## src/rtl/tick_timer_if.sv

```systemverilog
// Tick timer control/status bundle: master drives control strobes and the
// load value; slave (the timer) returns status and count.
interface tick_timer_if #(
  parameter int W = 16
) ();
  logic         tick_in;
  logic         start;
  logic         stop;
  logic         mode;
  logic [W-1:0] load_val;
  logic         irq_clr;
  logic         busy;
  logic [W-1:0] cnt;
  logic         done;
  logic         irq;
  logic         irq_ovr;

  modport master (
    output tick_in, start, stop, mode, load_val, irq_clr,
    input  busy, cnt, done, irq, irq_ovr
  );

  modport slave (
    input  tick_in, start, stop, mode, load_val, irq_clr,
    output busy, cnt, done, irq, irq_ovr
  );
endinterface

```

## src/rtl/tick_timer.sv

```systemverilog
// Tick-driven down-counter timer with one-shot / periodic modes, a one-cycle
// done pulse and sticky irq / irq_ovr flags. All outputs come from registers.
module tick_timer #(
  parameter int W = 16
) (
  input  logic      clk,
  input  logic      rst,
  tick_timer_if.slave bus
);

  typedef enum logic {IDLE, RUN} state_t;

  localparam logic [W-1:0] ONE = W'(1);

  state_t       state_q, state_d;
  logic [W-1:0] cnt_q, cnt_d;
  logic [W-1:0] reload_q, reload_d;
  logic         mode_q, mode_d;
  logic         done_q, done_d;
  logic         irq_q, irq_d;
  logic         ovr_q, ovr_d;
  logic         expire;

  // State and output registers; reset clears everything regardless of inputs.
  always_ff @(posedge clk) begin
    if (rst) begin
      state_q  <= IDLE;
      cnt_q    <= '0;
      reload_q <= '0;
      mode_q   <= 1'b0;
      done_q   <= 1'b0;
      irq_q    <= 1'b0;
      ovr_q    <= 1'b0;
    end else begin
      state_q  <= state_d;
      cnt_q    <= cnt_d;
      reload_q <= reload_d;
      mode_q   <= mode_d;
      done_q   <= done_d;
      irq_q    <= irq_d;
      ovr_q    <= ovr_d;
    end
  end

  // Next-state, count and flag logic.
  always_comb begin
    state_d  = state_q;
    cnt_d    = cnt_q;
    reload_d = reload_q;
    mode_d   = mode_q;
    done_d   = 1'b0;
    irq_d    = irq_q;
    ovr_d    = ovr_q;
    expire   = 1'b0;

    unique case (state_q)
      IDLE: begin
        if (bus.start && !bus.stop && (bus.load_val != '0)) begin
          cnt_d    = bus.load_val;
          reload_d = bus.load_val;
          mode_d   = bus.mode;
          state_d  = RUN;
        end
      end
      RUN: begin
        if (bus.stop) begin
          state_d = IDLE;
        end else if (bus.tick_in) begin
          if (cnt_q > ONE) begin
            cnt_d = cnt_q - ONE;
          end else if (cnt_q == ONE) begin
            expire = 1'b1;
            done_d = 1'b1;
            if (mode_q) begin
              cnt_d = reload_q;
            end else begin
              cnt_d   = '0;
              state_d = IDLE;
            end
          end
        end
      end
      default: state_d = IDLE;
    endcase

    // An expiry beats a same-cycle irq_clr; in that case irq_ovr is left as is.
    if (expire) begin
      irq_d = 1'b1;
      if (!bus.irq_clr && irq_q) begin
        ovr_d = 1'b1;
      end
    end else if (bus.irq_clr) begin
      irq_d = 1'b0;
      ovr_d = 1'b0;
    end
  end

  assign bus.busy    = (state_q == RUN);
  assign bus.cnt     = cnt_q;
  assign bus.done    = done_q;
  assign bus.irq     = irq_q;
  assign bus.irq_ovr = ovr_q;

endmodule

```

## src/flat_wrapper.sv

```systemverilog
// flat-port wrapper written by rule: the top's interface ports become plain ports
module tick_timer_flat 
#(
  parameter int W = 16
)
  (clk, rst, bus_tick_in, bus_start, bus_stop, bus_mode, bus_load_val, bus_irq_clr, bus_busy, bus_cnt, bus_done, bus_irq, bus_irq_ovr);
  tick_timer_if #(.W(W)) bus_i ();
  input  logic clk;
  input  logic rst;
  input wire logic [$bits(bus_i.tick_in)-1:0] bus_tick_in;
  input wire logic [$bits(bus_i.start)-1:0] bus_start;
  input wire logic [$bits(bus_i.stop)-1:0] bus_stop;
  input wire logic [$bits(bus_i.mode)-1:0] bus_mode;
  input wire logic [$bits(bus_i.load_val)-1:0] bus_load_val;
  input wire logic [$bits(bus_i.irq_clr)-1:0] bus_irq_clr;
  output wire logic [$bits(bus_i.busy)-1:0] bus_busy;
  output wire logic [$bits(bus_i.cnt)-1:0] bus_cnt;
  output wire logic [$bits(bus_i.done)-1:0] bus_done;
  output wire logic [$bits(bus_i.irq)-1:0] bus_irq;
  output wire logic [$bits(bus_i.irq_ovr)-1:0] bus_irq_ovr;
  assign bus_i.tick_in = bus_tick_in;
  assign bus_i.start = bus_start;
  assign bus_i.stop = bus_stop;
  assign bus_i.mode = bus_mode;
  assign bus_i.load_val = bus_load_val;
  assign bus_i.irq_clr = bus_irq_clr;
  assign bus_busy = bus_i.busy;
  assign bus_cnt = bus_i.cnt;
  assign bus_done = bus_i.done;
  assign bus_irq = bus_i.irq;
  assign bus_irq_ovr = bus_i.irq_ovr;
  tick_timer #(.W(W)) u_core (.clk(clk), .rst(rst), .bus(bus_i));
endmodule
```

## config.mk

```make
export PLATFORM = sky130hd
export DESIGN_NAME = tick_timer_flat
export DESIGN_NICKNAME = d
export VERILOG_FILES = /design/src/rtl/tick_timer_if.sv /design/src/rtl/tick_timer.sv /design/src/flat_wrapper.sv
export SDC_FILE = /design/constraint.sdc
export NUM_CORES = 1
export LEC_CHECK = 0
export BUFFER_PORTS_ARGS = -buffer_cell sky130_fd_sc_hd__buf_4
export CORE_ASPECT_RATIO = 2
export CORE_MARGIN = 8
export CORE_UTILIZATION = 45
export DETAILED_ROUTE_END_ITERATION = 6
export MAX_ROUTING_LAYER = met4
export PLACE_DENSITY = 0.69
export SLEW_MARGIN = 10
export SYNTH_ARGS = -nofsm -noshare
export SYNTH_HDL_FRONTEND = slang
export SYNTH_SLANG_ARGS = --single-unit
```

## constraint.sdc

```tcl
create_clock -name clk -period 2.3 [get_ports clk]
set_input_delay 0.115 -clock clk [delete_from_list [all_inputs] [get_ports clk]]
set_output_delay 0.115 -clock clk [all_outputs]
set_load 0.005 [all_outputs]
```

==> impl_metrics.toml <==
[timing]
finalHoldViolCount = 0
rsz0062_at_grt = "false"
relSlewSlack_pct = 58.0
post-route-period-util_pct = 93.0
clock.fmax_ghz = 0.467
fin_skew_ps = 10.6
tightest_slew_ps = 631
report.final.slew_viol_count = 0
setup-violations-final = 0
fin_tns_setup_ps = 0
fin_crit_ps = 2140

[drt]
viasPerCell = 6.15
vias = 2454
wl_per_cell_um = 18.4
wl_um = 7340
drtAntennaViolNets = 0
drt_first_iter_violations = 177
drt_pass1_iterations = 5
drc_errors = 0

[clock_network]
cts_tree = "done"
htreeDepth = 2
root_buffer = "clkbuf_8"
cts_hold_buffers = 0
clockBufferDepth = 2
cts.sinks = 37
clk_pin_slew_ps = 80
numCtsBuffers = 5
clock_latency_ps = 310

[power]
power_switching_uw = 618
power_frac_comb_pct = 33.9
intPower_mw = 1.15
seqPwrFrac_pct = 40.7
swShare_pct = 34.9
clkPwrFrac_pct = 25.4
peakVddDrop_v = 0.000486
p_total_mw = 1.77
power-per-cell-area_mw_per_mm2 = 623
p_leak_nw = 1.09

[critical_path]
crit_type = "reg2reg"
crit_arrival_ps = 2350
crit_fanout = 6
crit_family = "simple AND/OR/NAND/NOR gates"
worstPathRequired_ps = 2510
start_kind = "flop"
crit_path_top_delay_cell = "dfxtp_1"
worstSetupEndpointType = "flop"
worstPathCellList = "inv_1 > ha_1 > nor2_2 > nand3b_1 > buf_4 > or3_1 > o211a_1 > o32ai_1"
critPathBufInv = 2
max_stage_delay_ps = 350

[cells_and_area]
most-common-layout-cells = "buf_4, nand2_1, dfxtp_1"
synthToLayoutAreaGrowth_pct = 20.2
fin_cells = 399
final_nets = 365
diodes = 0
layout_commonest_cell = "buf_4"
drive_gt1_share_pct = 26.1

[global_route]
antenna_found_initial = 0
gr-total-overflow = 0
grt_usage_pct = 19.1
grt_max_degree = 36
grt_pass1_vias = 2365
grt_first_pass_wirelength_um = 11700

[floorplan]
start_util_pct = 46.4
fp-row-count = 37
fp.dieW_um = 67.3
io-pin-count = 43
dieArea_mm2 = 0.00797
fp.dieH_um = 119
core_mm2 = 0.00509

[yosys]
synthCells = 292
yosys_warnings = 0
synth_area_per_cell_um2 = 8.10
syn_area_mm2 = 0.00236
ys.flop_type = "dfxtp_1"
yosysSeqAreaShare_pct = 31.3
yosysUniqueCellTypes = 59
synth_seq_cells = 37
synthArstFlopShare_pct = 0
syn_nets = 317
synth-edff-count = 0

[place]
place.gp.congestion = 0.965
place_inst = 391
io_buffers = 42
place_hpwl_um = 5620

[run_status]
status = "completed"

[run]
cap_violations = 0

[worst_hold_path]
hold_class = "in2reg"
power by group through the flow:
stage	clock network [mW]	registers (mW)	logic, mW
2_1_floorplan	0	0.730	0.386
3_3_place_gp	0	0.733	0.586
3_5_place_dp	0	0.735	0.589
4_1_cts	0.458	0.721	0.592
6_report	0.449	0.722	0.600
5_1_grt	0.481	0.727	0.647
worst paths after layout:
path,from,slack [ps],to,cells past startpoint
worst max-delay path,u_core.bus.cnt[0]$_SDFFE_PP0P_,160,u_core.bus.cnt[11]$_SDFFE_PP0P_,8
worst min-delay path,bus_load_val[7],70,u_core.reload_q[7]$_SDFFE_PP0P_,3
worst max register to register,u_core.bus.cnt[0]$_SDFFE_PP0P_,160,u_core.bus.cnt[11]$_SDFFE_PP0P_,8
worst min register to register,u_core.reload_q[5]$_SDFFE_PP0P_,460,u_core.reload_q[5]$_SDFFE_PP0P_,2
stage by stage:
stage                     util [%]  cell area (um2)  hold WS [ps]  setup WS (ps)
after global placement        54.1             2760           385            131
after detailed placement      54.1             2760           393           96.9
final                         55.8             2840          73.7            160
after floorplan                  -             2360           251            254
after global routing          55.8             2840          80.7           8.30
after CTS                     55.7             2840          77.9           86.9
kinds of logic after synthesis:
logic type	after synthesis	share of synthesized area [%]
buf+inv	35	9.10
compound gates	85	26.6
simple gates	125	28.9
fa+ha+maj	2	1.06
flops	37	31.3
mux	1	0.423
xor+xnor	7	2.59
area by class of cell:
type / count / area [um2]
Multi-Input combinational cell: 220 / 1410
Clock buffer: 6 / 72.6
Sequential cell: 37 / 741
Inverter: 10 / 37.5
Clock inverter: 2 / 10.0
Tap cell: 58 / 72.6
Timing Repair Buffer: 66 / 495
Fill cell: 504 / 2250
state kept, by name (all words and copies together), names as in the netlist:
register and flops:
u_core.reload_q 16, u_core.mode_q 1, u_core.bus.irq 1, u_core.bus.irq_ovr 1, u_core.bus.busy 1, u_core.bus.done 1, u_core.bus.cnt 16
worst register-to-register path, stage by stage (launching register included):
cell and delay [ps]:
dfxtp_1 350, inv_1 130, ha_1 330, nor2_2 120, nand3b_1 300, buf_4 230, or3_1 340, o211a_1 130
o32ai_1 110
routing by layer:
metal / vias up / share of wire (%) / global-route usage (%)
met4: 0 / 3.0 / 10.8
li1: 1191 / - / -
met5: - / 0 / -
met3: 21 / 5.3 / 3.12
met1: 1127 / 38 / 20.9
met2: 115 / 54 / 31.3
timing repair:
| item | CTS | global route |
|---|---|---|
| setup buffers | 0 | 0 |
| endpoints found under the setup margin | 0 | 6 |
| resized for setup | 0 | 2 |
synthesized netlist by cell type, types with 6 or more instances:
cell      instances  share of area (%)
a21oi_1          24                5.1
a311oi_1          8                3.0
buf_6             7                3.3
clkbuf_1         12                1.9
dfxtp_1          37                 31
inv_1            10                1.6
nand2_1          44                7.0
nand2b_1         11                2.9
nand3_1           9                1.9
nand4_1           6                1.6
nor2_1           13                2.1
nor3_1           15                3.2
nor4_1            7                1.9
o211ai_1          8                2.5
No activity file was read; power rests on OpenSTA's default activity.
